==> src/rtl/piso_out_ctrl.sv <==
// piso_out_ctrl
//   Sequencer for the output-side PISO buffer (WIDTH x NUM_TAPS). Accepts one
//   parallel result frame via IN_VALID/IN_READY, loads it into the PISO, then
//   streams the words downstream one per OUT_VALID/OUT_READY handshake with a
//   tap index and last flag. Counts completed frames.
//
// Ports
//   CLKEXT     in   system clock, rising edge
//   CLR_N      in   synchronous active-low reset
//   IN_VALID   in   parallel frame present on the PISO DATA_IN bus
//   IN_READY   out  controller can accept a frame
//   ABORT      in   synchronous frame abort, beats every input except CLR_N
//   OUT_READY  in   downstream accepts the current word
//   OUT_VALID  out  PISO DATA_OUT holds a valid word
//   OUT_LAST   out  current word is tap NUM_TAPS-1
//   OUT_IDX    out  index of the current word (0 first)
//   PISO_EN    out  PISO enable (load when SHIFT=0, advance when SHIFT=1)
//   PISO_SHIFT out  PISO shift select
//   PISO_CLR   out  PISO clear, active high
//   DONE       out  one-cycle pulse when a frame completes
//   FRAME_CNT  out  completed-frame counter, wraps
module piso_out_ctrl #(
    parameter int NUM_TAPS = 4,
    parameter int IDX_W    = 2,
    parameter int FCNT_W   = 16
) (
    input  logic              CLKEXT,
    input  logic              CLR_N,
    input  logic              IN_VALID,
    output logic              IN_READY,
    input  logic              ABORT,
    input  logic              OUT_READY,
    output logic              OUT_VALID,
    output logic              OUT_LAST,
    output logic [IDX_W-1:0]  OUT_IDX,
    output logic              PISO_EN,
    output logic              PISO_SHIFT,
    output logic              PISO_CLR,
    output logic              DONE,
    output logic [FCNT_W-1:0] FRAME_CNT
);

    typedef enum logic [1:0] {IDLE, LOAD, STREAM, DONE_ST} state_t;

    localparam logic [IDX_W-1:0] LAST_IDX = IDX_W'(NUM_TAPS - 1);

    state_t           state;
    logic [IDX_W-1:0] idx;
    logic             live;
    logic             at_last;

    // Reset and abort both kill every handshake and control for the cycle.
    assign live    = CLR_N & ~ABORT;
    assign at_last = (idx == LAST_IDX);

    always_ff @(posedge CLKEXT) begin
        if (!CLR_N) begin
            state     <= IDLE;
            idx       <= '0;
            FRAME_CNT <= '0;
        end else if (ABORT) begin
            state <= IDLE;
            idx   <= '0;
        end else begin
            case (state)
                IDLE: begin
                    // IN_READY is high whenever we get here without ABORT.
                    if (IN_VALID) state <= LOAD;
                end
                LOAD: begin
                    idx   <= '0;
                    state <= STREAM;
                end
                STREAM: begin
                    if (OUT_READY) begin
                        if (at_last) state <= DONE_ST;
                        else         idx   <= idx + 1'b1;
                    end
                end
                DONE_ST: begin
                    FRAME_CNT <= FRAME_CNT + 1'b1;
                    idx       <= '0;
                    state     <= IDLE;
                end
                default: state <= IDLE;
            endcase
        end
    end

    // Control decode. Only PISO_EN/PISO_SHIFT look at OUT_READY, so there is
    // no combinational path from OUT_READY to OUT_VALID or IN_READY.
    always_comb begin
        IN_READY   = 1'b0;
        OUT_VALID  = 1'b0;
        OUT_LAST   = 1'b0;
        OUT_IDX    = '0;
        PISO_EN    = 1'b0;
        PISO_SHIFT = 1'b0;
        DONE       = 1'b0;
        PISO_CLR   = ~live;
        if (live) begin
            case (state)
                IDLE:   IN_READY = 1'b1;
                LOAD:   PISO_EN  = 1'b1;
                STREAM: begin
                    OUT_VALID = 1'b1;
                    OUT_IDX   = idx;
                    OUT_LAST  = at_last;
                    // Advance the PISO in the same cycle the word is taken;
                    // the last word needs no shift.
                    PISO_EN    = OUT_READY & ~at_last;
                    PISO_SHIFT = OUT_READY & ~at_last;
                end
                DONE_ST: begin
                    DONE     = 1'b1;
                    PISO_CLR = 1'b1;
                end
                default: ;
            endcase
        end
    end

endmodule

==> config.mk <==
export PLATFORM = sky130hd
export DESIGN_NAME = piso_out_ctrl
export DESIGN_NICKNAME = d
export VERILOG_FILES = /design/src/rtl/piso_out_ctrl.sv
export SDC_FILE = /design/constraint.sdc
export NUM_CORES = 1
export LEC_CHECK = 0
export ABC_AREA = 1
export BUFFER_PORTS_ARGS = -buffer_cell sky130_fd_sc_hd__buf_2
export CAP_MARGIN = 20
export CORE_AREA = 4 4 74 76
export DETAILED_ROUTE_END_ITERATION = 7
export DIE_AREA = 0 0 78 80
export MAX_ROUTING_LAYER = met4
export PLACE_DENSITY_LB_ADDON = 0.08
export SYNTH_ARGS = -nofsm -noshare
export SYNTH_HDL_FRONTEND = slang
export SYNTH_SLANG_ARGS = --single-unit
==> constraint.sdc <==
create_clock -name CLKEXT -period 3.6 [get_ports CLKEXT]
set_clock_uncertainty 0.15 [all_clocks]
set_input_delay 0.36 -clock CLKEXT [delete_from_list [all_inputs] [get_ports CLKEXT]]
set_output_delay 0.36 -clock CLKEXT [all_outputs]
set_load 0.01 [all_outputs]
# Word-level counts from Yosys, hierarchy flattened
# Index checks and enable logic that the tools add are counted.
[op_classes]
add_sub_neg = 2
n_eq_ne = 8
n_mux = 23
bitwise = 6
reduce_logical = 7
[op_table]
columns = ["op", "count"]
rows = [
  ["$add A16 B1 Y16 const B", 1],
  ["$mux W2", 7],
  ["$mux W1", 13],
  ["$ne A2 B2 Y1 const B", 4],
  ["$pmux W2 S4", 1],
  ["$eq A2 B2 Y1 const B", 3],
  ["$reduce_and A3 Y1", 2],
  ["$not A1 Y1", 4],
  ["$pmux W2 S2", 1],
  ["$reduce_or A2 Y1", 2],
  ["$add A2 B1 Y2 const B", 1],
  ["$and A1 B1 Y1", 2],
  ["$eq A2 B1 Y1 const B", 1],
  ["$logic_not A2 Y1", 1],
  ["$pmux W1 S2", 1],
  ["$reduce_and A2 Y1", 1],
  ["$reduce_bool A2 Y1", 1],
]
[totals]
regBits = 20
in_bits = 5
wordCells = 49

# Logic depth before layout (Yosys ltp)
# Gate-level depths: netlist of run 1.
[depth]
word_depth = 5
mapped_depth = 8
depth_no_buf = 8

# Worst setup path after synthesis of run 1
# No wires, ideal clock.
[synth_path]
path_kind = "register -> output"
from = "register state[0]"
to = "output port PISO_EN"
arrival_ns = 1.143
setup_slack_ns = 1.947
stages_incl_launch_ff = 7
cell_sequence = "dfxtp_1 -> inv_1 -> ha_1 -> nand2_1 -> nor2_1 -> inv_1 -> a21oi_1"
[synth_via]
elab_chain_len = 3
[synth_rtl]
columns = ["element", "line_no", "rtl"]
rows = [
  ["start, declared", "47", "state_t state;"],
  ["start signal, assigned", "58", "state <= IDLE;"],
  ["start signal, assigned", "62", "state <= IDLE;"],
  ["start signal, assigned", "68", "if (IN_VALID) state <= LOAD;"],
  ["$eq A2 B2 Y1 or $eq A2 B1 Y1 (tied branches)", "102", "case (state)"],
  ["$pmux W1 S2 *", "102", ""],
  ["$mux W1 *", "101", "if (live) begin"],
  ["end, declared", "36", "output logic PISO_EN,"],
]
# Mark *: on every way between the ends. The rest lies on a longest branch, timed or not.

# Final worst setup path of run 1
# Same ends and word-level chain as after synthesis.

==> impl_metrics.tcl, run 1 <==
set metrics [dict create \
    final_cells 276 \
    final.period_utilization_pct 59.27 \
    setup-violations-final 0 \
    yosysSeqAreaShare_pct 34.22 \
    grt_antenna_before_repair 0 \
    die_w_um 78 \
    num_rows 25 \
    ctsLongestPathBuffers 2 \
    slew_headroom_pct 77.62 \
    start_kind "flip-flop" \
    cts_buffers 3 \
    vias 1133 \
    die_area_sq_um 6240 \
    clock_sinks 20 \
    fin_nets 222 \
    ant_nets 0 \
    p_per_area_nw_per_um2 338.0 \
    fin_tns_setup_ns 0 \
    synth_area_leaders "dfxtp_1 (34%), nand2_1 (13%), nor2_1 (10%)" \
    worst-path-max-fanout 5 \
    path_class "flip-flop to output port" \
    cts-resized-gates 0 \
    gp_congestion 0.7948 \
    r2r_slack_ns 2.01 \
    drcViolationCount 0 \
    cp-startpoint "state[0]" \
    ys_types 21 \
    hpwl_um 2268 \
    grt_pass1_wl_um 4864 \
    p_leak_nw 0.6627 \
    cp-endpoint "PISO_EN" \
    fp.dieH_um 80 \
    ir_drop_mv 0.2402 \
    worstPathRequired_ns 3.09 \
    io_pins 30 \
    start_util_pct 24.77 \
    core-area_sq_um 4723 \
    h-tree-depth 1 \
    grt_pass1_vias 1109 \
    cts.reportedPaths.clkPinSlew_ns 0.08 \
    netlist_area_sq_um 1170 \
    synth_cells 177 \
    vias_per_cell 4.105 \
    maxSlewViolCount 0 \
    drt_iter0_drc 54 \
    rsz0062_at_grt "false" \
    cts_hold_buf 0 \
    min_path_type "input port to flip-flop" \
    diodes 0 \
    timing.fmax_ghz 0.4686 \
    reg2reg_to "FRAME_CNT[13]" \
    yosysWarnings 0 \
    dp_cells 272 \
    cts_tree "done" \
    clk-insertion-delay-late_ns 0.26 \
    r2r-start "state[1]" \
    clock-root-buffer "clkbuf_8" \
    worstSetupEndpointType "output port" \
    synth.top_cell.area_share_pct 34.22 \
    worstMarginPinSlew_ns 0.3342 \
    drt_first_pass_iters 4 \
    postCtsSetupRepairBufs 0 \
    max_cap_viol_count 0 \
    hold_path_depth 3 \
    synth-seq-cells 20 \
    reg2reg_depth 8 \
    fin_crit_ns 2.134 \
    nFillCells 529 \
    grt_overflow 0 \
    port_buffers 29 \
    synthesis.nets 189 \
    avgSynthCellArea_sq_um 6.609 \
    track_usage_pct 9.883 \
    synthToLayoutAreaGrowth_pct 25.24 \
    finalHoldViolations 0 \
    outcome "finished clean" \
    wirelength_um 2845 \
    synth_largest_area_cell "dfxtp_1" \
    grt_start_max_net_pins 14 \
    arrival_ns 1.62 \
    post_drt_wl_per_cell_um 10.31 \
    layout-drive-gt1-share_pct 22.01 \
]
## cells in the final DEF (no fill, tap or decap), drive strengths merged, types with 5 or more instances in the layout
cell type / Yosys / layout
nand2: 42 / 42
buf: 1 / 29
nor2: 39 / 39
inv: 28 / 28
nand3: 9 / 9
o21ai: 8 / 8
ha: 7 / 7
a21oi: 10 / 10
dfxtp: 20 / 20
nor3: 5 / 5
## through the flow
stage	hold slack [ns]	area (sq um)	util (%)	power, mW	setup WS, ns
after floorplan	0.3066	1170	-	0.2598	1.947
after global placement	0.3289	1394	29.51	0.2715	1.735
after detailed placement	0.3346	1394	29.51	0.2718	1.688
after CTS	0.2738	1465	31.02	0.5053	1.429
after global routing	0.2929	1465	31.02	0.5220	1.254
final	0.2890	1465	31.02	0.4952	1.466
## routing by layer
layer / global-route usage (%) / vias up / part of all wire [%]
met5: - / - / 0
met4: 1.573 / 0 / 0.42
met3: 3.160 / 2 / 4.7
met2: 16.18 / 22 / 45
met1: 12.16 / 495 / 50
li1: - / 614 / -
## worst max-delay path: stages (launching register included)
cell	delay, ns
dfxtp_1	0.33
inv_1	0.15
ha_1	0.28
nand2_1	0.09
nor2_1	0.17
inv_1	0.08
a21oi_1	0.12
buf_2	0.14
## worst min path at each step
| stage | start | to | slack, ns |
|---|---|---|---|
| final | CLR_N | FRAME_CNT[9] | 0.29 |
| after global routing | CLR_N | FRAME_CNT[9] | 0.29 |
| after CTS | CLR_N | FRAME_CNT[9] | 0.27 |
| after detailed placement | FRAME_CNT[5] | FRAME_CNT[5] | 0.33 |
| after global placement | FRAME_CNT[5] | FRAME_CNT[5] | 0.33 |
| after floorplan | idx[1] | idx[1] | 0.31 |
## report_power, final
group	internal (mW)	leakage (nW)	total, mW	switching [mW]
Sequential	0.224	0.161	0.226	0.00197
Combinational	0.0136	0.466	0.0406	0.0270
Clock	0.148	0.0357	0.229	0.0806
Total	0.386	0.663	0.495	0.110
## state kept, by name (all words and copies together) (netlist names)
signal     cells
state          2
FRAME_CNT     16
idx            2
## Yosys cell counts
library cell,instances
a21oi_1,10
dfxtp_1,20
inv_2,3
nand3_2,2
nor2_1,32
nand4_1,3
nor2_4,4
inv_1,25
o21ai_1,1
nand2_1,41
xor2_1,2
nand3b_1,1
and2_1,1
nand2_2,1
nor3_1,5
ha_1,7
buf_2,1
nor2_2,3
o21ai_0,7
o211ai_1,1
nand3_1,7
## cell families (layout without fill, tap and decap cells)
logic type,count (synthesis),count (layout),synth area share (%)
simple gates,100,100,39.04
buf+inv,29,61,9.411
flops,20,20,34.22
compound gates,19,19,8.342
fa+ha+maj,7,7,7.486
xor+xnor,2,2,1.498
## area by class of cell
cell class              count  area (sq um)  area share, %
clock buffers               3         41.29          2.818
well taps                  67         83.83          5.722
flip-flops and latches     20         400.4          27.33
repair buffers             29         145.1          9.906
multi-input cells         128         659.4          45.00
clock inverters             1         30.03          2.050
inverters                  28         105.1          7.173
Power figures use the tool's default switching activity.
==> run 2: changes to the inputs <==
- ABC_AREA: 1 -> 0
- CORE_AREA: 4 4 74 76 -> 4 4 71 73
- DIE_AREA: 0 0 78 80 -> 0 0 75 77
- clock period: 3.6 -> 1.91 ns (I/O delays scaled with it)
==> run 2 against run 1 <==
  * Worst setup slack worse by 1.3 ns
  * Area after synthesis shrank 7.0%
  * Global-route usage increased by 0.17 points
  * Sequential share of layout area increased by 1.7 points
  * Non-clock buffer count grew 7
  * Sequential power up 87%
  * Critical path depth fell by 2
  * Clock-buffer cell count is 1 higher
  * Via count decreased by 14%
  * Flip-flop and latch count is the same
  * Critical path type is now flip-flop to flip-flop
  * Largest power group is now registers
==> impl_metrics.tcl, run 2 <==
set metrics [dict create \
    layout-drive-gt1-share_pct 28.48 \
    vias_per_cell 4.484 \
    synthesis.nets 142 \
    r2r_slack_ns 0.12 \
    nFillCells 468 \
    port_buffers 29 \
    clock_sinks 20 \
    fin_tns_setup_ns 0 \
    postCtsSetupRepairBufs 0 \
    ir_drop_mv 0.1931 \
    setup-violations-final 0 \
    h-tree-depth 1 \
    cts_tree "done" \
    synth-seq-cells 20 \
    synthToLayoutAreaGrowth_pct 26.67 \
    ys_types 31 \
    rsz0062_at_grt "false" \
    synth.top_cell.area_share_pct 36.78 \
    largest_register "FRAME_CNT" \
    yosys.cell_count.top_type "dfxtp_1" \
    start_util_pct 25.00 \
    r2r-start "state[1]" \
    use_met2_pct 15.77 \
    ctsLongestPathBuffers 2 \
    io_pins 30 \
    ant_nets 0 \
    maxSlewViolCount 0 \
    cts_buffers 3 \
    yosysSeqAreaShare_pct 36.78 \
    worstMarginPinSlew_ns 0.4486 \
    fin_nets 178 \
    die_area_sq_um 5775 \
    die_w_um 75 \
    min_path_type "input port to flip-flop" \
    track_usage_pct 10.05 \
    drt_iter0_drc 36 \
    cp-endpoint "FRAME_CNT[13]" \
    grt_overflow 0 \
    core-area_sq_um 4354 \
    cp-startpoint "state[1]" \
    synth_edf_count 0 \
    final_common_cell "buf_2" \
    synth_cells 130 \
    max_cap_viol_count 0 \
    final.period_utilization_pct 93.83 \
    path_class "flip-flop to flip-flop" \
    reg2reg_to "FRAME_CNT[13]" \
    reg_top3 "FRAME_CNT x16, idx x2, state x2" \
    clk-insertion-delay-late_ns 0.26 \
    arrival_ns 1.83 \
    grt_pass1_wl_um 4498 \
    slew_headroom_pct 69.98 \
    pre_cts_ws_ns 0.1125 \
    clock-root-buffer "clkbuf_8" \
    cts_hold_buf 0 \
    cts.reportedPaths.clkPinSlew_ns 0.08 \
    gp_congestion 0.7982 \
    outcome "finished clean" \
    layout_common_cells "buf_2 (29), dfxtp_1 (20), nor2_1 (19)" \
    p_leak_nw 0.6313 \
    timing.fmax_ghz 0.5580 \
    grt_antenna_before_repair 0 \
    num_rows 24 \
    worstSetupEndpointType "flip-flop" \
    worstPathRequired_ns 1.95 \
    post_drt_wl_per_cell_um 11.90 \
    vias 973 \
    grt_start_max_net_pins 15 \
    async_flop_share_pct 0 \
    start_kind "flip-flop" \
    drt_first_pass_iters 4 \
    drcViolationCount 0 \
    fp.dieH_um 77 \
    synth_area_leaders "dfxtp_1 (37%), ha_1 (8.0%), xor2_1 (7.2%)" \
    synth-main-ff-cell "dfxtp_1" \
    fin_ws_ns 0.1178 \
    avgSynthCellArea_sq_um 8.373 \
    wirelength_um 2583 \
    hpwl_um 1999 \
    grtUsageMet1_pct 12.64 \
    synth_common_cells "dfxtp_1 (20), nor2_1 (19), xor2_1 (9)" \
    reg2reg_depth 5 \
    finalHoldViolations 0 \
    cts-resized-gates 0 \
    grt_pass1_vias 951 \
    worst-path-max-fanout 5 \
    fin_crit_ns 1.792 \
    diodes 0 \
    netlist_area_sq_um 1089 \
    largest_reg_flops 16 \
    p_per_area_nw_per_um2 584.6 \
    synth_largest_area_cell "dfxtp_1" \
    grt.busiest_layer "met2" \
    yosysWarnings 0 \
    finalPower_mw 0.8060 \
    grt_util_met3_pct 1.438 \
]
## run 2: worst max-delay path, cell delays in order (launching register included)
cell	delay, ns
dfxtp_1	0.39
ha_1	0.19
and4b_2	0.28
nand2_2	0.07
or4b_1	0.50
a21oi_1	0.15
## run 2: routing by layer
layer	up-vias	routed length, um
li1	509	-
met1	440	1221
met2	22	1209
met3	2	117
met4	0	35
met5	-	0
## run 2: cells by family after synthesis
| group | after synthesis | synth area share [%] |
|---|---|---|
| compound gates | 11 | 5.288 |
| xor+xnor | 10 | 8.047 |
| fa+ha+maj | 7 | 8.046 |
| buf+inv | 10 | 4.597 |
| flops | 20 | 36.78 |
| mux | 5 | 4.598 |
| simple gates | 67 | 32.64 |
## run 2: layout make-up
cell class	count	area [sq um]	share of cell area [%]
Clock buffer	4	55.05	3.993
Inverter	5	18.77	1.361
Tap cell	52	65.06	4.719
Sequential cell	20	400.4	29.04
Timing Repair Buffer	36	197.7	14.34
Multi-Input combinational cell	100	641.9	46.55
## run 2: worst min-delay path by stage
stage	start	endpoint	slack [ns]	depth (start not counted)
CTS	CLR_N	FRAME_CNT[14]	0.08	3
finish	CLR_N	FRAME_CNT[14]	0.08	3
global placement	FRAME_CNT[15]	FRAME_CNT[15]	0.30	2
floorplan	CLR_N	FRAME_CNT[15]	0.19	2
global route	CLR_N	FRAME_CNT[15]	0.09	3
detailed placement	FRAME_CNT[15]	FRAME_CNT[15]	0.32	2
## run 2: where the power goes
group	switching, mW	leakage, nW	internal [mW]
clock network	0.143	0.0288	0.183
registers	0.00237	0.161	0.419
logic	0.0336	0.441	0.0241
total	0.179	0.631	0.627
## run 2: through the flow
stage / cells / area (sq um) / util (%) / hold slack (ns)
3_5_place_dp: 213 / 1320 / 30.32 / 0.3163
5_1_grt: 217 / 1379 / 31.67 / 0.09250
2_1_floorplan: 130 / 1089 / - / 0.1883
6_report: 217 / 1379 / 31.67 / 0.07834
4_1_cts: 217 / 1375 / 31.58 / 0.07609
3_3_place_gp: 213 / 1320 / 30.32 / 0.3015
==> run 3: changes to the inputs <==
- CORE_AREA: 4 4 71 73 -> 4 4 55 57
- DIE_AREA: 0 0 75 77 -> 0 0 59 61
- MAX_ROUTING_LAYER: met4 -> unset
==> run 3 against run 2 <==
  * Hold slack worse by 0.058 ns
  * Global-route usage rose by 4.3 points
  * Worst setup slack worse by 0.010 ns
  * Non-clock buffer count fell by 2
  * Critical path type is now flip-flop to output port
  * Largest cell class unchanged
  * Largest power group unchanged
==> impl_metrics.tcl, run 3 (same netlist as run 2, synthesis figures left out) <==
set metrics [dict create \
    use_met2_pct 22.24 \
    cts.reportedPaths.clkPinSlew_ns 0.12 \
    hpwl_um 1773 \
    worstPathRequired_ns 1.57 \
    num_rows 18 \
    p_per_area_nw_per_um2 548.2 \
    cts_buffers 3 \
    layout-drive-gt1-share_pct 28.83 \
    arrival_ns 1.46 \
    wirelength_um 2321 \
    worstMarginPinSlew_ns 0.4671 \
    outcome "finished clean" \
    post_drt_wl_per_cell_um 12.03 \
    slew_headroom_pct 68.75 \
    timing.fmax_ghz 0.5548 \
    port_buffers 29 \
    min-delay-start "CLR_N" \
    final.period_utilization_pct 94.37 \
    largest_reg_flops 16 \
    path_class "flip-flop to output port" \
    clk-insertion-delay-late_ns 0.30 \
    cts_hold_buf 0 \
    vias 965 \
    setup-violations-final 0 \
    grtUsageMet1_pct 19.39 \
    fin_crit_ns 1.803 \
    maxSlewViolCount 0 \
    grt.busiest_layer "met2" \
    die_w_um 59 \
    min_path_type "input port to flip-flop" \
    fin_nets 176 \
    drt_iter0_drc 27 \
    cp_cell_sequence "buf_4 > inv_1 > ha_1 > nand2_1 > nor2_1 > buf_2" \
    r2r_slack_ns 0.15 \
    ctsLongestPathBuffers 2 \
    vias_per_cell 5.000 \
    dpl_cell_area_sq_um 1277 \
    drt_first_pass_iters 4 \
    track_usage_pct 14.38 \
    critPathBufInv 3 \
    p_leak_nw 0.6161 \
    start_kind "flip-flop" \
    fin_tns_setup_ns 0 \
    cts_tree "done" \
    rsz0062_at_grt "false" \
    gp_congestion 0.7706 \
    synthToLayoutAreaGrowth_pct 22.53 \
    ir_drop_mv 0.4597 \
    reg_top3 "FRAME_CNT x16, idx x2, state x2" \
    clock-root-buffer "clkbuf_4" \
    grt_start_max_net_pins 15 \
    final_common_cell "buf_2" \
    fp.dieH_um 61 \
    finalHoldViolations 0 \
    clock_sinks 20 \
    cp-startpoint "state[0]" \
    worst-path-max-fanout 4 \
    drcViolationCount 0 \
    start_util_pct 43.94 \
    diodes 0 \
    r2r-start "state[1]" \
    largest_register "FRAME_CNT" \
    ant_nets 0 \
    max_cap_viol_count 0 \
    core-area_sq_um 2477 \
    h-tree-depth 1 \
    grt_pass1_vias 886 \
    grt_pass1_wl_um 4022 \
    critPathMaxStageDelay_ns 0.35 \
    grt_antenna_before_repair 0 \
    die_area_sq_um 3599 \
    io_pins 30 \
    worstSetupEndpointType "output port" \
    slowest_stage "dfxtp_2" \
    fin_area_sq_um 1334 \
    postCtsSetupRepairBufs 0 \
    grt_overflow 0 \
    grt_util_met3_pct 4.468 \
    crit_family "flip-flops" \
    layout_common_cells "buf_2 (29), nor2_1 (19), dfxtp_1 (18)" \
]
run 3: changes by cell type in the layout (fill, tap and decap cells not counted), moves of 2 or more:
cell,change
clkbuf_4,+3
clkbuf_8,-3
buf_4,-2
dfxtp_1,-2
dfxtp_2,+2
run 3: layout make-up:
cell class / instances / area [sq um]
Clock buffer: 4 / 36.28
Timing Repair Buffer: 34 / 182.7
Tap cell: 30 / 37.54
Sequential cell: 20 / 402.9
Fill cell: 250 / 1144
Multi-Input combinational cell: 100 / 655.6
Inverter: 5 / 18.77
run 3: worst reg2reg max path, stage by stage (launching register included):
cell and delay (ns):
dfxtp_2 0.39, ha_1 0.17, and4b_1 0.27, nand2_2 0.07, or4b_1 0.50, a21oi_1 0.15
run 3: timing repair:
action / CTS / global route
gates cloned: 0 / 0
endpoints found under the setup margin: 1 / 5
gates resized for setup: 1 / 4
run 3: final timing paths:
kind                                 endpoint  cells past startpoint
worst max-delay path                  PISO_EN                      6
worst min-delay path            FRAME_CNT[15]                      3
worst max register to register  FRAME_CNT[13]                      5
worst min register to register  FRAME_CNT[15]                      2
run 3: per-layer routing:
metal  vias to the layer above  part of all wire (%)  wire (um)
met5                         -                     0          0
met4                         0                  0.78         18
met3                         2                   5.3        123
met2                        17                    44       1027
met1                       441                    50       1152
li1                        505                     -          -
run 3: report_power, final:
| part | internal (mW) | switching [mW] |
|---|---|---|
| Clock | 0.116 | 0.134 |
| Combinational | 0.0245 | 0.0341 |
| Sequential | 0.420 | 0.00246 |
| Total | 0.561 | 0.170 |
run 3: per-stage QoR:
stage	power, mW	std cells	hold slack, ns	utilization (%)	setup WS (ns)
3_3_place_gp	0.4882	189	0.3013	51.57	0.1868
2_1_floorplan	0.4677	130	0.1883	-	0.1143
4_1_cts	0.7338	193	0.02631	53.13	0.06688
3_5_place_dp	0.4889	189	0.3192	51.57	0.1492
5_1_grt	0.7673	193	0.04217	53.84	0.01420
6_report	0.7311	193	0.02012	53.84	0.1074
